[config.mk]
export PLATFORM = sky130hd
export DESIGN_NAME = adc_ram_readout
export DESIGN_NICKNAME = d
export VERILOG_FILES = /design/src/rtl/adc_pkg.sv /design/src/rtl/readout_fifo.sv /design/src/rtl/adc_ram_readout.sv
export SDC_FILE = /design/constraint.sdc
export NUM_CORES = 1
export LEC_CHECK = 0
export ABC_AREA = 0
export ABC_CLOCK_PERIOD_IN_PS = 4900
export BUFFER_PORTS_ARGS = -buffer_cell sky130_fd_sc_hd__buf_4
export CELL_PAD_IN_SITES_DETAIL_PLACEMENT = 1
export CELL_PAD_IN_SITES_GLOBAL_PLACEMENT = 2
export CORE_MARGIN = 5
export CORE_UTILIZATION = 41
export DETAILED_ROUTE_END_ITERATION = 8
export GPL_TIMING_DRIVEN = 0
export PLACE_DENSITY_LB_ADDON = 0.05
export RECOVER_POWER = 50
export SLEW_MARGIN = 20
export SYNTH_ARGS = -nofsm -noshare
export SYNTH_HDL_FRONTEND = slang
export SYNTH_HIERARCHICAL = 1
export SYNTH_SLANG_ARGS = --single-unit
[constraint.sdc]
create_clock -name clk -period 4.9 [get_ports clk]
set_input_delay 0.245 -clock clk [delete_from_list [all_inputs] [get_ports clk]]
set_output_delay 0.245 -clock clk [all_outputs]
set_load 0.02 [all_outputs]
[src/rtl/adc_pkg.sv]
// Shared constants and FSM encoding for the ADC RAM readout path.
// Latency: n/a (declarations only).
// Backpressure: n/a.
package adc_pkg;
    localparam int ADDR_W    = 12;
    localparam int DATA_W    = 32;
    localparam int RAM_DEPTH = 4096;
    localparam int SHIFT_W   = 5;

    typedef enum logic [1:0] {
        ST_IDLE  = 2'd0,
        ST_RUN   = 2'd1,
        ST_DRAIN = 2'd2,
        ST_FIN   = 2'd3
    } state_e;
endpackage

[src/rtl/readout_fifo.sv]
// Small synchronous FIFO with occupancy count; push and pop may share a cycle.
// Latency: a pushed word is visible at head_dat the cycle after the push.
// Backpressure: push is dropped when full unless a pop frees the slot in the same cycle.
module readout_fifo #(
    parameter int DATA_W = 32,
    parameter int DEPTH  = 4,
    parameter int CNT_W  = $clog2(DEPTH + 1)
) (
    input  logic              clk,
    input  logic              reset,
    input  logic              push_vld,
    input  logic [DATA_W-1:0] push_dat,
    input  logic              pop_rdy,
    output logic [DATA_W-1:0] head_dat,
    output logic              empty,
    output logic              full,
    output logic [CNT_W-1:0]  count
);
    localparam int PTR_W = (DEPTH > 1) ? $clog2(DEPTH) : 1;

    logic [DATA_W-1:0] mem_q [DEPTH];
    logic [DATA_W-1:0] mem_d [DEPTH];
    logic [PTR_W-1:0]  wr_ptr_q, wr_ptr_d;
    logic [PTR_W-1:0]  rd_ptr_q, rd_ptr_d;
    logic [CNT_W-1:0]  count_q, count_d;
    logic              push;
    logic              pop;

    function automatic logic [PTR_W-1:0] ptr_inc(input logic [PTR_W-1:0] p);
        return (p == PTR_W'(DEPTH - 1)) ? '0 : p + 1'b1;
    endfunction

    assign empty    = (count_q == '0);
    assign full     = (count_q == CNT_W'(DEPTH));
    assign count    = count_q;
    assign head_dat = mem_q[rd_ptr_q];

    always_comb begin
        pop      = pop_rdy && !empty;
        push     = push_vld && (!full || pop);
        mem_d    = mem_q;
        wr_ptr_d = wr_ptr_q;
        rd_ptr_d = rd_ptr_q;
        if (push) begin
            mem_d[wr_ptr_q] = push_dat;
            wr_ptr_d        = ptr_inc(wr_ptr_q);
        end
        if (pop) begin
            rd_ptr_d = ptr_inc(rd_ptr_q);
        end
        count_d = count_q + CNT_W'(push) - CNT_W'(pop);
    end

    always_ff @(posedge clk) begin
        if (reset) begin
            wr_ptr_q <= '0;
            rd_ptr_q <= '0;
            count_q  <= '0;
        end else begin
            wr_ptr_q <= wr_ptr_d;
            rd_ptr_q <= rd_ptr_d;
            count_q  <= count_d;
        end
    end

    // Storage needs no reset: the count alone decides what is visible.
    always_ff @(posedge clk) begin
        mem_q <= mem_d;
    end
endmodule

[src/rtl/adc_ram_readout.sv]
// Streams a window of the ADC sum RAM to the host, optionally shifting and clearing each word.
// Latency: first m_valid RD_LAT+2 cycles after start; one word per cycle when m_ready stays high.
// Backpressure: reads issue only while FIFO occupancy plus in-flight reads is below RD_LAT+2.
module adc_ram_readout #(
    parameter int ADDR_W = 12,
    parameter int DATA_W = 32,
    parameter int RD_LAT = 2
) (
    input  logic              clk,
    input  logic              reset,
    input  logic              start,
    input  logic [ADDR_W-1:0] base_addr,
    input  logic [ADDR_W:0]   length,
    input  logic [4:0]        shift,
    input  logic              clear_en,
    output logic              busy,
    output logic              done,
    output logic [ADDR_W-1:0] ram_rd_addr,
    input  logic [DATA_W-1:0] ram_rd_data,
    output logic [ADDR_W-1:0] ram_wr_addr,
    output logic              ram_we,
    output logic [DATA_W-1:0] ram_wr_data,
    output logic [DATA_W-1:0] m_data,
    output logic              m_valid,
    input  logic              m_ready,
    output logic              m_last
);
    import adc_pkg::*;

    localparam int FIFO_DEPTH = RD_LAT + 2;
    localparam int CNT_W      = $clog2(FIFO_DEPTH + 1);
    localparam int INF_W      = $clog2(RD_LAT + 1);

    typedef struct packed {
        logic              vld;
        logic [ADDR_W-1:0] addr;
    } rd_tag_t;

    state_e            state_q, state_d;
    logic [ADDR_W-1:0] base_q, base_d;
    logic [ADDR_W:0]   len_q, len_d;
    logic [ADDR_W:0]   issued_q, issued_d;
    logic [ADDR_W:0]   beat_q, beat_d;
    logic [4:0]        shift_q, shift_d;
    logic              clear_q, clear_d;
    rd_tag_t [RD_LAT-1:0] pipe_q, pipe_d;

    rd_tag_t           ret;
    logic [INF_W-1:0]  inflight;
    logic [CNT_W-1:0]  fifo_count;
    logic [DATA_W-1:0] fifo_head;
    logic              fifo_empty;
    logic              fifo_full;
    logic              issue;
    logic              beat_fire;
    logic              is_last;

    assign ret         = pipe_q[RD_LAT-1];
    assign ram_rd_addr = base_q + issued_q[ADDR_W-1:0];
    assign ram_wr_addr = ret.addr;
    assign ram_we      = ret.vld && clear_q;
    assign ram_wr_data = '0;

    assign m_valid   = !fifo_empty;
    assign m_data    = m_valid ? fifo_head : '0;
    assign is_last   = (beat_q == len_q - 1'b1);
    assign m_last    = m_valid && is_last;
    assign beat_fire = m_valid && m_ready;

    assign busy = (state_q == ST_RUN) || (state_q == ST_DRAIN);
    assign done = (state_q == ST_FIN);

    always_comb begin
        inflight = '0;
        for (int i = 0; i < RD_LAT; i++) begin
            inflight = inflight + INF_W'(pipe_q[i].vld);
        end
    end

    // Counting in-flight reads against free FIFO slots is what keeps the FIFO from overflowing.
    assign issue = (state_q == ST_RUN) &&
                   ((int'(fifo_count) + int'(inflight)) < FIFO_DEPTH);

    always_comb begin
        pipe_d[0].vld  = issue;
        pipe_d[0].addr = ram_rd_addr;
        for (int i = 1; i < RD_LAT; i++) begin
            pipe_d[i] = pipe_q[i-1];
        end
    end

    always_comb begin
        state_d  = state_q;
        base_d   = base_q;
        len_d    = len_q;
        shift_d  = shift_q;
        clear_d  = clear_q;
        issued_d = issued_q;
        beat_d   = beat_q + (ADDR_W+1)'(beat_fire);

        case (state_q)
            ST_IDLE: begin
                if (start) begin
                    if (length != '0) begin
                        state_d  = ST_RUN;
                        base_d   = base_addr;
                        len_d    = length;
                        shift_d  = shift;
                        clear_d  = clear_en;
                        issued_d = '0;
                        beat_d   = '0;
                    end else begin
                        state_d = ST_FIN;
                    end
                end
            end
            ST_RUN: begin
                if (issue) begin
                    issued_d = issued_q + 1'b1;
                    if (issued_q + 1'b1 == len_q) begin
                        state_d = ST_DRAIN;
                    end
                end
            end
            ST_DRAIN: begin
                if (beat_fire && is_last && inflight == '0) begin
                    state_d = ST_FIN;
                end
            end
            ST_FIN: begin
                state_d = ST_IDLE;
            end
            default: begin
                state_d = ST_IDLE;
            end
        endcase
    end

    always_ff @(posedge clk) begin
        if (reset) begin
            state_q  <= ST_IDLE;
            base_q   <= '0;
            len_q    <= '0;
            shift_q  <= '0;
            clear_q  <= 1'b0;
            issued_q <= '0;
            beat_q   <= '0;
            pipe_q   <= '0;
        end else begin
            state_q  <= state_d;
            base_q   <= base_d;
            len_q    <= len_d;
            shift_q  <= shift_d;
            clear_q  <= clear_d;
            issued_q <= issued_d;
            beat_q   <= beat_d;
            pipe_q   <= pipe_d;
        end
    end

    readout_fifo #(
        .DATA_W (DATA_W),
        .DEPTH  (FIFO_DEPTH),
        .CNT_W  (CNT_W)
    ) u_fifo (
        .clk      (clk),
        .reset    (reset),
        .push_vld (ret.vld),
        .push_dat (ram_rd_data >> shift_q),
        .pop_rdy  (m_ready),
        .head_dat (fifo_head),
        .empty    (fifo_empty),
        .full     (fifo_full),
        .count    (fifo_count)
    );

    logic unused_full;
    assign unused_full = fifo_full;
endmodule

==> results of run 1 <==
## flip-flops by register name, summed over array words and instances, names as in the netlist
name,flops
base_q,12
beat_q,13
clear_q,1
issued_q,13
len_q,13
pipe_d,13
pipe_q,1
ram_wr_addr,12
shift_q,5
state_q,2
u_fifo/count,3
u_fifo/mem_q,128
u_fifo/rd_ptr_q,2
u_fifo/wr_ptr_q,2
## worst reg2reg max path, delay by kind of cell (launching register included)
family | cells | cell delay (ps)
and+or+nand+nor | 1 | 50
DFF | 1 | 300
buffers and inverters | 3 | 1360
muxes | 1 | 230
AOI/OAI and AO/OA | 3 | 1100
## how the worst max path moves through the flow
stage	start	endpoint	slack (ps)	depth (start not counted)
6_report	issued_q[0]$_SDFFE_PP0P_	ram_rd_addr[10]	1150	12
5_1_grt	issued_q[0]$_SDFFE_PP0P_	ram_rd_addr[10]	900	12
4_1_cts	issued_q[0]$_SDFFE_PP0P_	ram_rd_addr[10]	1130	12
3_5_place_dp	len_q[0]$_SDFFE_PP0P_	state_q[1]$_SDFFE_PP0P_	1580	10
3_3_place_gp	shift_q[0]$_SDFFE_PP0P_	u_fifo/mem_q[109]$_DFFE_PP_	1620	9
2_1_floorplan	len_q[0]$_SDFFE_PP0P_	m_last	1890	8
## layer usage
metal	vias up	wire (µm)	track usage, %
met5	-	0	0
met3	30	1560	2.74
met4	0	393	3.49
met1	4293	15600	29.5
met2	187	15500	33.6
li1	4186	-	-
## power groups by stage
stage,logic [µW],registers [µW],clock network (µW)
floorplan,1620,2280,0
global placement,2400,2300,0
detailed placement,2450,2300,0
CTS,2480,2260,1760
global route,2660,2280,1850
finish,2440,2260,1720
## final cells by class
| type | instances | area (µm²) |
|---|---|---|
| buffer | 122 | 688 |
| sequential | 220 | 5690 |
| tap | 384 | 480 |
| fill | 3208 | 14200 |
| clock inverter | 10 | 52.6 |
| multi-input combinational | 733 | 5340 |
| inverter | 33 | 124 |
| timing repair buffer | 155 | 1180 |
| clock buffer | 34 | 699 |
## per-stage QoR
step                      std cells  total power, µW  hold WS, ps  util [%]
after floorplan                1108             3900          381         -
after global placement         1619             4700          418      46.7
after detailed placement       1619             4750          426      46.7
after CTS                      1691             6500         4.64      50.3
after global routing           1691             6780         12.7      50.0
final                          1691             6420         29.8      50.0
## repair_timing
item / in CTS / in global routing
gates resized for setup: 0 / 0
endpoints found under the hold margin: 28 / 0
setup buffers: 0 / 0
hold buffers: 28 / 0
endpoints found under the setup margin: 0 / 0
==> impl_results.md, run 1 <==
- Flop2flop setup slack: 1550 ps
- H-tree levels: 1
- Latest clock arrival within the worst-skew pair: 520 ps
- Largest net degree at the start of global routing: 33
- Initial antenna violation count: 1
- Delay-heaviest family, CP: compound AO/OA/AOI/OAI gates
- Clock buffer depth: 3
- Status: finished, violations left
- DRC: 0
- Clock slew at reported path FFs: 60 ps
- Number of global-route vias before repair: roughly 8900
- RR Endpoint: u_fifo/mem_q[79]$_DFFE_PP_
- Measured slew at the worst slew-check pin: 1780 ps
- Most frequent cells in the layout: buf_4 (168), edfxtp_1 (128), nand2_1 (125), dfxtp_1 (92), clkbuf_1 (76)
- Worst hold stages: 3
- Place WS: 1580 ps
- Failing checks: max-capacitance violations, max-slew violations
- Drt total wl: 33100 µm
- Hold WC Path Type: in2reg
- Crit path arrival time: 3510 ps
- Die W: 179 µm
- Max VDD drop: 0.000246 V
- CP most frequent cell: o21ai_0
- Critical path, cell by cell: ha_1, inv_1, fa_1, nor2b_1, o21ai_0, a21boi_0, o21ai_0, a211oi_1, o21ai_0, and2_1, buf_4, buf_4
- R2R cell count: 8
- Total core area: ~28000 µm²
- Critical-path top delay cell: dfxtp_1
- Initial core utilization: just over 40%
- CP Max Fanout: 7
- Num CTS Buffers: 24
- Most common cell after layout, fill and taps aside: buf_4
- Rel. slew slack: -18.3%
- Syn avg cell area: 10.9 µm²
- CP endpoint kind: primary output
- P&R area growth vs syn: 21.4%
- Switching share of total power: 35.3%
- Comb pwr share: 38.0%
- Mapped Area: 11700 µm²
- Hold endpoint: len_q[5]$_SDFFE_PP0P_
- Root buffer selected by CTS: clkbuf_16
- RePlAce Congestion: 0.832
- Routed Antenna Nets: 0
- Required time of the worst setup path: around 4700 ps
- Total negative setup slack: 0 ps
- Final Net Count: around 1400
- First-pass GRT wire length: 51300 µm
- Power Dens Cells: 450 nW/µm²
- Hold path start: length[5]
- CTS tree: done
- Boundary pin count: 160
- Final hold vios: 0
- Final WS setup: between 1000 and 1500 ps
- P_sw: about 2300 µW
- Post-DP HPWL: 24900 µm
- Clk sinks: 220
- DR iter-0 viols: 432
- Share of cells above drive strength 1: 22.0%
- Crit path launch type: flop
- Global route total overflow: 0
- Port-buffer cells: between 100 and 150
- F_max: about 270 MHz
- Global Route Usage Sum: about a fifth
- Leakage power: 0.00553 µW
- Tmin final: 3750 ps
- Crit share post-route: 76.6%
- Slowest stage delay, CP: 500 ps
- Antenna diodes: 0
- Crit Path Class: reg2out
- Area of the die: 32100 µm²
- Vias after detailed routing: between 8000 and 9000
- Vias/cell: 5.14
- Max Slew Vio Count: 132
- Yosys Warn Count: 6
- RSZ-0062 raised after global routing: no
- Drt pass-1 iters: 5
- Clock share of power: 26.8%
- Sequential share of power: 35.3%
- Rows: just over 60
- Internal power: ~4100 µW
- CP Buf/Inv Count: 3
- Skew final: 13.0 ps
- Mapped Cells: 1077
- # Max-Cap Violations: 4
- Final Cell Area: 14200 µm²
- Post-DP Area: 13300 µm²
- R2r startpoint: shift_q[1]$_SDFFE_PP0P_
- Drt wl/cell: 19.6 µm
- Height of the die: 179 µm
- # setup viols final: 0
No activity file was read; power rests on OpenSTA's default activity.
==> run 2: changes to the inputs <==
Settings changed: ABC_CLOCK_PERIOD_IN_PS 4900 to 3350, CORE_UTILIZATION 41 to 34.
Clock period 4.9 ns to 3.35 ns, I/O delays scaled along.
==> impl_results.md, run 2 (same netlist as run 1, synthesis figures left out) <==
- R2r startpoint: issued_q[1]$_SDFFE_PP0P_
- DR iter-0 viols: 469
- Global route total overflow: 0
- Fillers: between 3000 and 4000
- RePlAce Congestion: 0.792
- Leakage power: 0.00556 µW
- F_max: 309 MHz
- Crit share post-route: 96.6%
- Measured slew at the worst slew-check pin: 1760 ps
- Skew final: 10.4 ps
- Total core area: 34300 µm²
- # setup viols final: 0
- Drt total wl: roughly 34000 µm
- # Max-Cap Violations: 4
- Biggest register: u_fifo/mem_q
- R2R cell count: 8
- Latest clock arrival within the worst-skew pair: 530 ps
- Hold endpoint: len_q[9]$_SDFFE_PP0P_
- CP endpoint kind: primary output
- Critical-path top delay cell: or4b_4
- Global Route Usage Sum: between 10% and 20%
- Vias/cell: a little under 5
- Hold path start: start
- Clock slew at reported path FFs: 60 ps
- Power Dens Cells: 664 nW/µm²
- Clk sinks: 220
- Final Net Count: 1391
- Crit Path Class: reg2out
- Max reg flops: 128
- Root buffer selected by CTS: clkbuf_16
- First-pass GRT wire length: 52900 µm
- Num CTS Buffers: 26
- Failing checks: max-capacitance violations, max-slew violations
- Rows: 68
- Smallest hold slack: 99.1 ps
- Drt wl/cell: 19.3 µm
- CP Max Fanout: 9
- Max Slew Vio Count: approximately 130
- CP Launch Point: len_q[0]$_SDFFE_PP0P_
- Crit path launch type: flop
- Area of the die: 38300 µm²
- Antenna diodes: 0
- Drt pass-1 iters: 4
- Crit path arrival time: between 3000 and 4000 ps
- Worst hold stages: 4
- H-tree levels: 1
- Port-buffer cells: 127
- Initial core utilization: 34.2%
- Required time of the worst setup path: 3180 ps
- Die W: 196 µm
- DRC: 0
- Final hold vios: 0
- Boundary pin count: 160
- Largest net degree at the start of global routing: 33
- Most frequent cells in the layout: buf_4 (164), edfxtp_1 (128), nand2_1 (125), dfxtp_1 (88), clkbuf_1 (80)
- Max VDD drop: 0.000426 V
- Critical path, cell by cell: inv_1, ha_4, or4b_4, or3_4, a2111oi_4, nand3_2, nor4_4, buf_4
- Routed Antenna Nets: 0
- Flop2flop setup slack: 300 ps
- Tmin final: 3240 ps
- Clock buffer depth: 3
- Initial antenna violation count: 1
- Hold WC Path Type: in2reg
- Most common cell after layout, fill and taps aside: buf_4
- Total negative setup slack: 0 ps
- CTS tree: done
- Number of global-route vias before repair: 8952
- Post-DP HPWL: around 26000 µm
- Status: finished, violations left
- Slowest stage delay, CP: 510 ps
- Rel. slew slack: -17.5%
- Vias after detailed routing: 8554
- RSZ-0062 raised after global routing: no
- RR Endpoint: state_q[1]$_SDFFE_PP0P_
- Share of cells above drive strength 1: 22.4%
- P&R area growth vs syn: 23.2%
- Height of the die: 196 µm
==> run 2: cell types whose count changed in the layout (fill, tap and decap cells not counted), moves of 2 or more <==
cell	previous run	this run
buf_4	168	164
clkbuf_1	76	80
clkinv_2	5	1
dfxtp_1	92	88
clkbuf_2	0	3
dfxtp_2	0	3
dlygate4sd3_1	28	31
nor4_1	7	5
==> run 2: worst max-delay path: cells and delay by family, from the launching register on <==
| kind | cells | cell delay, ps |
|---|---|---|
| simple gates | 4 | 1290 |
| compound gates | 1 | 340 |
| flops | 1 | 390 |
| buf+inv | 2 | 330 |
| fa+ha+maj | 1 | 180 |
==> run 2: how the worst max path moves through the flow <==
stage,to,slack [ps],cells after the start
2_1_floorplan,m_last,420,8
3_3_place_gp,u_fifo/mem_q[109]$_DFFE_PP_,-90,9
3_5_place_dp,u_fifo/mem_q[109]$_DFFE_PP_,-120,9
4_1_cts,m_last,10,8
5_1_grt,m_last,2,8
6_report,m_last,110,8
==> run 2: area by class of cell <==
class	count	area, µm²	area share [%]
Tap cell	455	569	3.94
Multi-Input combinational cell	733	5390	37.3
Sequential cell	220	5690	39.4
Clock buffer	38	736	5.09
Timing Repair Buffer	159	1190	8.25
Buffer	119	681	4.71
Clock inverter	8	75.1	0.519
Inverter	33	124	0.857
==> run 2: report_power, final <==
| part | switching (µW) | total (µW) | leakage (µW) | internal, µW |
|---|---|---|---|---|
| registers | 117 | 3330 | 0.00191 | 3210 |
| clock network | 1090 | 2680 | 0.000394 | 1590 |
| logic | 2180 | 3580 | 0.00326 | 1400 |
| total | 3400 | 9590 | 0.00556 | 6200 |
==> run 2: timing repair <==
item	in CTS	in global routing
setup buffers	1	0
hold buffers	31	0
endpoints found under the setup margin	9	62
hold endpoints to repair	31	0
resized for setup	9	11
pin swaps	1	1
==> run 2: metrics by stage <==
| step | util, % | setup WS, ps | instance area, µm² | power [µW] | instances |
|---|---|---|---|---|---|
| floorplan | - | 417 | 11900 | 5700 | 1108 |
| global placement | 39.0 | -94.9 | 13400 | 6980 | 1690 |
| detailed placement | 39.0 | -116 | 13400 | 7020 | 1690 |
| CTS | 42.4 | 13.7 | 14500 | 9800 | 1765 |
| global route | 42.2 | 2.30 | 14500 | 10200 | 1765 |
| finish | 42.2 | 113 | 14500 | 9590 | 1765 |
==> run 2: layer usage <==
metal / vias up / global-route usage [%] / part of all wire [%]
li1: 4187 / - / -
met1: 4169 / 25.6 / 50
met2: 161 / 27.7 / 45
met3: 37 / 2.47 / 3.9
met4: 0 / 3.05 / 1.5
met5: - / 0 / 0
